### src/rtl/rr_arb4_enc.sv
// Round-robin arbiter for four requesters, encoding the grant as a 2-bit index plus enable
// for a downstream 2-to-4 decoder; grants are held until done, request drop or hold timeout.
module rr_arb4_enc #(
  parameter int MAX_HOLD = 8
) (
  input  logic       clk,
  input  logic       rst_n,
  input  logic [3:0] req,
  input  logic       done,
  output logic       e,
  output logic       a,
  output logic       b,
  output logic       timeout
);

  typedef enum logic {IDLE, GRANT} state_t;

  localparam logic [7:0] HOLD_LAST = (MAX_HOLD == 0) ? 8'd0 : 8'(MAX_HOLD - 1);

  state_t     state_q, state_d;
  logic [1:0] own_q, own_d;
  logic [1:0] last_q, last_d;
  logic [7:0] hold_cnt_q, hold_cnt_d;
  logic       e_q, e_d;
  logic       timeout_q, timeout_d;

  logic [1:0] win;
  logic [1:0] cand;
  logic       found;
  logic       owner_req;
  logic       tmo_hit;

  // Requester n sits on req[3-n], which for a 2-bit index is req[~n].
  always_comb begin
    win   = last_q;
    cand  = last_q;
    found = 1'b0;
    for (int i = 1; i <= 4; i++) begin
      cand = last_q + 2'(i);
      if (!found && req[~cand]) begin
        win   = cand;
        found = 1'b1;
      end
    end
  end

  assign owner_req = req[~own_q];
  assign tmo_hit   = (MAX_HOLD != 0) && (hold_cnt_q == HOLD_LAST);

  always_comb begin
    state_d    = state_q;
    own_d      = own_q;
    last_d     = last_q;
    hold_cnt_d = hold_cnt_q;
    timeout_d  = 1'b0;
    case (state_q)
      IDLE: begin
        if (|req) begin
          own_d      = win;
          last_d     = win;
          hold_cnt_d = 8'd0;
          state_d    = GRANT;
        end
      end
      GRANT: begin
        if (done || !owner_req) begin
          state_d = IDLE;
        end else if (tmo_hit) begin
          state_d   = IDLE;
          timeout_d = 1'b1;
        end else if (hold_cnt_q != 8'hff) begin
          hold_cnt_d = hold_cnt_q + 8'd1;
        end
      end
      default: state_d = IDLE;
    endcase
    e_d = (state_d == GRANT);
  end

  always_ff @(posedge clk or negedge rst_n) begin
    if (!rst_n) begin
      state_q    <= IDLE;
      own_q      <= 2'd0;
      last_q     <= 2'd3;
      hold_cnt_q <= 8'd0;
      e_q        <= 1'b0;
      timeout_q  <= 1'b0;
    end else begin
      state_q    <= state_d;
      own_q      <= own_d;
      last_q     <= last_d;
      hold_cnt_q <= hold_cnt_d;
      e_q        <= e_d;
      timeout_q  <= timeout_d;
    end
  end

  assign e       = e_q;
  assign a       = own_q[1];
  assign b       = own_q[0];
  assign timeout = timeout_q;

endmodule

### config.mk
export PLATFORM = sky130hd
export DESIGN_NAME = rr_arb4_enc
export DESIGN_NICKNAME = d
export VERILOG_FILES = /design/src/rtl/rr_arb4_enc.sv
export SDC_FILE = /design/constraint.sdc
export NUM_CORES = 1
export LEC_CHECK = 0
export ABC_CLOCK_PERIOD_IN_PS = 2700
export BUFFER_PORTS_ARGS = -buffer_cell sky130_fd_sc_hd__buf_2
export CELL_PAD_IN_SITES_DETAIL_PLACEMENT = 0
export CELL_PAD_IN_SITES_GLOBAL_PLACEMENT = 1
export CORE_MARGIN = 10
export CORE_UTILIZATION = 45
export DETAILED_ROUTE_END_ITERATION = 7
export PLACE_DENSITY_LB_ADDON = 0.05
export SYNTH_ARGS = -nofsm -noshare
export SYNTH_HDL_FRONTEND = slang
export SYNTH_SLANG_ARGS = --single-unit
export TNS_END_PERCENT = 50
### constraint.sdc
create_clock -name clk -period 2.7 [get_ports clk]
set_input_delay 0.27 -clock clk [delete_from_list [all_inputs] [get_ports clk]]
set_output_delay 0.27 -clock clk [all_outputs]
set_load 0.03 [all_outputs]
Word level (Yosys, flattened, before mapping)
Cells that the tools add are included.
{"block": "totals", "wordCells": 66, "out_inout_bits": 4, "input_bits": 7, "reg_bits": 14}
{"block": "op_classes", "n_eq_ne": 6, "n_mux": 29, "bitwise": 6, "add_sub_neg": 4, "reduce_logical": 11, "order_cmp": 5}
{"cell": "8-bit two-way mux", "count": 4}
{"cell": "8-bit one-hot mux with 2 select lines", "count": 1}
{"cell": "2-bit by 3-bit less-than comparator with 1-bit output, second input constant", "count": 5}
{"cell": "1-bit two-way mux", "count": 14}
{"cell": "1-bit binary-select mux with 2-bit select", "count": 5}
{"cell": "2-bit inverter", "count": 5}
{"cell": "8-bit by 1-bit adder with 8-bit output, second input constant", "count": 1}
{"cell": "8-bit by 3-bit equality test with 1-bit output, second input constant", "count": 1}
{"cell": "2-bit two-way mux", "count": 4}
{"cell": "8-bit != test, second input constant", "count": 1}
{"cell": "2-bit != test, second input constant", "count": 3}
{"cell": "2-bit adder, second input constant", "count": 2}
{"cell": "1-bit logical NOT", "count": 4}
{"cell": "4-bit AND reduction", "count": 1}
{"cell": "4-bit OR reduction", "count": 1}
{"cell": "1-bit logical AND", "count": 3}
{"cell": "2-bit by 1-bit adder with 2-bit output, second input constant", "count": 1}
{"cell": "2-bit by 1-bit != test with 1-bit output, second input constant", "count": 1}
{"cell": "1-bit one-hot mux with 2 select lines", "count": 1}
{"cell": "2-bit AND reduction", "count": 1}
{"cell": "1-bit logical OR", "count": 1}
{"cell": "1-bit inverter", "count": 1}

Longest topological paths before layout
Gate-level depths: netlist of the first run.
{"block": "logic_depth", "ltp_word": 14, "ltp_mapped": 6, "ltp_nobuf": 6}

Worst setup path after synthesis of the first run
OpenSTA, ideal clock, no wires.
{"block": "synth_path", "path_type": "reg-to-reg", "start": "reg own_q[0]", "end": "reg hold_cnt_q[5]", "required_time_ns": 2.566, "arrival_time_ns": 1.624, "setup_slack_ns": 0.942, "setup_time_ns": 0.134, "n_path_buf": 0, "synth_period_minus_slack_ns": 1.758, "path_stages_with_launch": 6, "path_cell_list": "dfrtp_1 mux4_2 a22oi_4 nor3_1 xnor2_1 nor2_1"}
{"block": "synth_between", "elab_chain_cells": 7}
{"element": "start, declared", "line_no": "21", "rtl": "logic [1:0] own_q, own_d;"}
{"element": "start signal, assigned", "line_no": "90", "rtl": "own_q <= own_d;"}
{"element": "2-bit inverter", "line_no": "47", "rtl": "assign owner_req = req[~own_q];"}
{"element": "1-bit binary-select mux with 2-bit select", "line_no": "47"}
{"element": "1-bit two-way mux (not written as such)", "line_no": "47"}
{"element": "1-bit logical NOT", "line_no": "66", "rtl": "if (done || !owner_req) begin"}
{"element": "1-bit logical OR", "line_no": "66"}
{"element": "2-bit != test (no line)"}
{"element": "4-bit AND reduction (no line)"}
{"element": "end signal, assigned", "line_no": "92", "rtl": "hold_cnt_q <= hold_cnt_d;"}
{"element": "end, declared", "line_no": "23", "rtl": "logic [7:0] hold_cnt_q, hold_cnt_d;"}
Every way passes these cells. The select of a mux whose other input is x is not followed.
A chain may end at the register's enable or synchronous reset.

Final worst setup path of the first run
{"block": "layout_path", "start": "reg hold_cnt_q[0]", "end": "reg hold_cnt_q[2]"}
{"block": "layout_between", "elab_chain_cells": 5, "elab_cells_between_ends": 10, "cone_classes": "add/sub (1); eq/ne (4); mux (4); reduce/logical (1)"}
{"element": "8-bit by 1-bit adder with 8-bit output", "line_no": "72", "rtl": "hold_cnt_d = hold_cnt_q + 8'd1;"}
{"element": "8-bit two-way mux", "line_no": "71", "rtl": "end else if (hold_cnt_q != 8'hff) begin"}
{"element": "8-bit two-way mux", "line_no": "68", "rtl": "end else if (tmo_hit) begin"}
{"element": "8-bit two-way mux", "line_no": "66"}
{"element": "8-bit one-hot mux with 2 select lines", "line_no": "56", "rtl": "case (state_q)"}
Several ways; a longest one is shown, not always the timed one. The select of a mux whose other input is x is not followed.

==> impl_metrics.toml, run 1 <==
[logic_synthesis]
ys_warn_count = 0
synth-compound-area-share_pct = 20.63
synth-xor-area-share_pct = 2.006
synth_top_family_by_area = "simple AND/OR/NAND/NOR gates"
synth_adder_area_share_pct = 2.865
synthTopCellsByArea = "dfrtp_1, dfstp_2, nand2_1, a21oi_1, nand3_1"
ys_seq_area_share_pct = 40.40
synth-seq-cells = 14
synthesis.instances = 98
synthSimpleGateAreaFrac_pct = 27.51
synth_nets = 107
synthMuxAreaShare_pct = 2.579
synth_largest_area_cell = "dfrtp_1"
synth_top_area_share_pct = 34.38
syn_area_sq_um = 873.3
synth_cell_types = 34
async_flop_share_pct = 100.0
synth_edf_count = 0
ys.flop_type = "dfrtp_1"
syn_avg_cell_area_sq_um = 8.912

[floorplanning]
dieArea_sq_mm = 0.004103
ios = 11
die_h_um = 64.06
fp.dieW_um = 64.06
coreArea_sq_mm = 0.001783
rows = 15
initial_core_util_pct = 48.98

[detailed_routing]
firstDrtPassIters = 4
remaining_drc_errors = 0
viasPerCell = 5.603
wl_mm = 1.870
ant_nets = 0
vias = 762
post_drt_wl_per_cell_um = 13.75
initialDrtViolationCount = 19

[pwr]
irDropWorstVdd_mv = 0.5179
leakage_nw = 0.4171
p_total_mw = 0.8828
cellPowerDensity_mw_per_mm2 = 889.7

[worst_setup_path]
path_class = "reg2reg"
crit_fanout = 6
crit_family = "simple AND/OR/NAND/NOR gates"
cp_slowest_cell = "or4_1"
crit_buf_inv = 0
crit_chain = "ha_1 > nand3_1 > or4_1 > a21oi_1 > or3_1 > a211oi_2"
cp-end-kind = "flip-flop"
required_ns = 2.83
worstPathArrival_ns = 1.97
slowest_delay_ns = 0.53
crit_path_start_kind = "flip-flop"

[timing]
slew_violations = 0
period_share_pct = 68.14
skew_ns = 0.003210
rsz0062_at_grt = "no"
timing.final.ws_setup_ns = 0.8603
finalSetupTns_ns = 0
max-slew-margin-rel_pct = 43.04
whs_ns = 0.1445
final.min_clock_period_ns = 1.840
final-setup-viol-count = 0
hold_viol = 0
tightest_slew_ns = 0.8513
fmax_ghz = 0.5436

[placed_design]
dp_hpwl_mm = 1.394
port_buffers = 10
place_congestion = 0.8164
place_area_sq_um = 945.9
dp_worst_setup_slack_ns = 0.8892

[cells_and_area]
final_cell_mix = "nand2_1, dfrtp_1, buf_2"
seqCellArea_sq_um = 352.8
antenna_cells = 0
finish.net_count = 121
n_fill_cell = 168
multi_input_area_sq_um = 485.5
fin_area_sq_um = 992.2
drive_above_1_share_pct = 19.82
syn2layout_area_growth_pct = 13.61

[outcome]
status = "complete, no violations"

[global_routing]
grt-ovfl-total = 0
grt_pass1_wl_mm = 3.249
antenna_found_initial = 0
grt_max_degree = 15
grt_pass1_vias = 725
track_usage_pct = 9.564

[clocking]
htree_levels = 1
numCtsBuffers = 3
clockRootBuffer = "clkbuf_4"
cts_resized = 0
clockBufferDepth = 2
cts_tree = "done"
path_clk_slew_ns = 0.09
clock_latency_ns = 0.28
clock-sinks = 14

[flow_run]
maxCapViolCount = 0

[hold_path]
hold_path.class = "in2reg"
==> power by group <==
part	switching, mW	internal (mW)	leakage (nW)
logic	0.226	0.149	0.218
clock network	0.0742	0.0820	0.0210
registers	0.0763	0.275	0.178
==> cells in the mapped netlist (2+ instances only) <==
cell,n
nand3_1,7
o311ai_1,2
ha_1,2
a21oi_1,8
nor4_1,3
nand2b_1,2
o21ai_0,3
dfstp_2,2
nor3_1,2
nor2b_1,2
xnor2_1,2
nor2_1,9
or3_1,3
nand2_1,12
inv_1,7
a211oi_1,2
dfrtp_1,12
a211oi_2,2
==> registers in the layout (all words and copies together) (netlist names) <==
signal	cells
hold_cnt_q	8
last_q	2
own_q	2
e	1
timeout	1
==> metrics by stage <==
step                      utilization, %  std cells
after floorplan                        -         98
after CTS                          55.65        136
after global placement             53.05        131
after global routing               55.65        136
final                              55.65        136
after detailed placement           53.05        131
==> worst register-to-register path: cells and delay by family (launching register included) <==
family	cells	cell delay [ns]
AO/OA/AOI/OAI	2	0.27
adder cells (fa/ha/maj)	1	0.17
flip-flops	1	0.43
AND/OR/NAND/NOR	3	0.82
==> kinds of logic after synthesis <==
group | Yosys count
AO/OA/AOI/OAI | 23
XOR/XNOR | 2
adder cells (fa/ha/maj) | 2
buffers and inverters | 9
flip-flops | 14
multiplexers | 1
AND/OR/NAND/NOR | 47
==> per-layer routing <==
layer | global-route usage [%] | wire length, um
met1 | 11.91 | 942
met2 | 14.93 | 811
met3 | 3.310 | 95
met4 | 3.279 | 20
met5 | 0 | 0
==> layout make-up <==
cell class | instances | share of cell area, %
tap | 25 | 3.153
clock buffer | 4 | 3.657
multi-input combinational | 75 | 48.93
sequential | 14 | 35.56
inverter | 7 | 2.648
timing repair buffer | 11 | 6.053
==> worst paths after layout <==
check                         startpoint       endpoint  slack [ns]  depth (start not counted)
max reg2reg                hold_cnt_q[0]  hold_cnt_q[2]        0.86                          6
min reg2reg                    last_q[0]      last_q[0]        0.51                          2
min in group asynchronous          rst_n        timeout        0.40                          2
max in group asynchronous          rst_n      last_q[0]        2.01                          2
max                        hold_cnt_q[0]  hold_cnt_q[2]        0.86                          6
min                                 done        timeout        0.14                          2
==> timing repair <==
| item | in CTS | in global routing |
|---|---|---|
| buffers inserted | 0 | 0 |
| hold endpoints to repair | 12 | 0 |
| hold buffers | 1 | 0 |
Power figures use the tool's default switching activity.
==> inputs of run 2 (changes only) <==
ABC_CLOCK_PERIOD_IN_PS = 1800   (was 2700)
CORE_UTILIZATION = 42   (was 45)
clock period = 1.8 ns   (was 2.7 ns; I/O delays follow)
==> run 2 against run 1 <==
  * Critical path depth unchanged
  * Design area is 4.0% higher
  * Clock skew grew 0.0067 ns
  * First-iteration DRC count increased by 74%
  * Global-route usage increased by 0.32 points
  * Total power increased by 53%
  * Non-clock buffer count rose by 4
  * Final cell count grew 4.4%
  * Worst hold slack lost 0.063 ns
  * Fmax increased by 7.9%
  * Sequential share of layout area fell by 1.3 points
  * Largest cell class unchanged
==> impl_metrics.toml, run 2 (synthesis results as in run 1) <==
[clocking]
clock_latency_ns = 0.28
clock-sinks = 14
clockRootBuffer = "clkbuf_4"
htree_levels = 1
cts_tree = "done"
clockBufferDepth = 2
numCtsBuffers = 3
cts_setup_buffers = 0
path_clk_slew_ns = 0.10

[detailed_routing]
ant_nets = 0
wl_mm = 2.098
firstDrtPassIters = 4
post_drt_wl_per_cell_um = 14.77
initialDrtViolationCount = 33
vias = 806
remaining_drc_errors = 0
viasPerCell = 5.676

[floorplanning]
dieArea_sq_mm = 0.004303
coreArea_sq_mm = 0.001962
die_h_um = 65.60
ios = 11
rows = 16
fp.dieW_um = 65.60
initial_core_util_pct = 44.52

[timing]
hold_viol = 0
finalSetupTns_ns = 0
skew_ns = 0.009882
max-slew-margin-rel_pct = 62.58
final-setup-viol-count = 0
rsz0062_at_grt = "no"
timing.final.ws_setup_ns = 0.09539
period_share_pct = 94.70
final.min_clock_period_ns = 1.705
whs_ns = 0.08107
tightest_slew_ns = 0.5593
fmax_ghz = 0.5866
slew_violations = 0

[global_routing]
grt_pass1_vias = 737
grt_pass1_wl_mm = 3.532
grt.busiest_layer = "met2"
track_usage_pct = 9.889
met2_usage_pct = 15.00
grt_max_degree = 15
antenna_found_initial = 0
grt-ovfl-total = 0
grtUsageMet1_pct = 13.36
grt_util_met3_pct = 2.881

[cells_and_area]
largest_register_ffs = 8
syn2layout_area_growth_pct = 18.19
antenna_cells = 0
finish.net_count = 125
final_cell_mix = "nand2_1, dfrtp_1, buf_2"
fin_area_sq_mm = 0.001032
drive_above_1_share_pct = 26.09
largestRegisters = "hold_cnt_q x8, last_q x2, own_q x2"
final_core_util_pct = 52.61
final_cells = 142
regMostFlops = "hold_cnt_q"

[placed_design]
dp_worst_setup_slack_ns = 0.1100
dp_hpwl_mm = 1.471
place_area_sq_um = 978.4
port_buffers = 10
place_congestion = 0.8166
dp_cells = 137

[worst_setup_path]
path_class = "reg2reg"
crit_fanout = 5
cp-end-kind = "flip-flop"
ff2ff_setup_slack_ns = 0.1
rr_startpoint = "hold_cnt_q[1]"
r2r_cells = 6
required_ns = 1.96
r2r-end = "hold_cnt_q[2]"
worstPathArrival_ns = 1.87
crit_path_start_kind = "flip-flop"

[hold_path]
min-delay-start = "done"
hold_depth = 2
hold_path.class = "in2reg"
holdPathEnd = "timeout"

[pwr]
p_total_mw = 1.351
cellPowerDensity_mw_per_mm2 = 1308
leakage_nw = 0.4296
irDropWorstVdd_mv = 0.8149

[outcome]
status = "complete, no violations"

[flow_run]
maxCapViolCount = 0
[run 2: layer usage]
layer,vias to the layer above,part of all wire (%)
li1,392,-
met1,376,45
met2,32,48
met3,6,5.6
met4,0,1.6
met5,-,0
[run 2: worst max path at each step]
stage | start | end | slack [ns] | cells past startpoint
after CTS | hold_cnt_q[0] | hold_cnt_q[2] | 0.09 | 6
after global routing | hold_cnt_q[5] | hold_cnt_q[2] | 0.007 | 5
after floorplan | own_q[0] | hold_cnt_q[5] | 0.04 | 5
after global placement | hold_cnt_q[0] | hold_cnt_q[2] | 0.14 | 6
final | hold_cnt_q[1] | hold_cnt_q[2] | 0.1 | 6
after detailed placement | hold_cnt_q[0] | hold_cnt_q[2] | 0.11 | 6
[run 2: final cells by class]
type                            count  area, sq um
Clock buffer                        4        26.28
Fill cell                         188        929.6
Inverter                            7        26.28
Multi-Input combinational cell     75        501.7
Sequential cell                    14        354.1
Tap cell                           27        33.78
Timing Repair Buffer               15        90.09
[run 2: critical path, cell delays in order, from the launching register on]
cell	delay (ns)
dfrtp_1	0.43
ha_1	0.17
nand3_1	0.10
or4_4	0.52
a21oi_2	0.17
or3_1	0.14
a211oi_2	0.07
[run 2: power by group]
group	total, mW	internal (mW)	switching, mW
Clock	0.192	0.0858	0.106
Sequential	0.503	0.415	0.0880
Combinational	0.656	0.268	0.388
[run 2: what timing repair did]
item,4_1_cts,5_1_grt
gates resized for setup,0,5
hold buffers,1,0
endpoints found under the hold margin,12,0
setup endpoints to repair,0,3
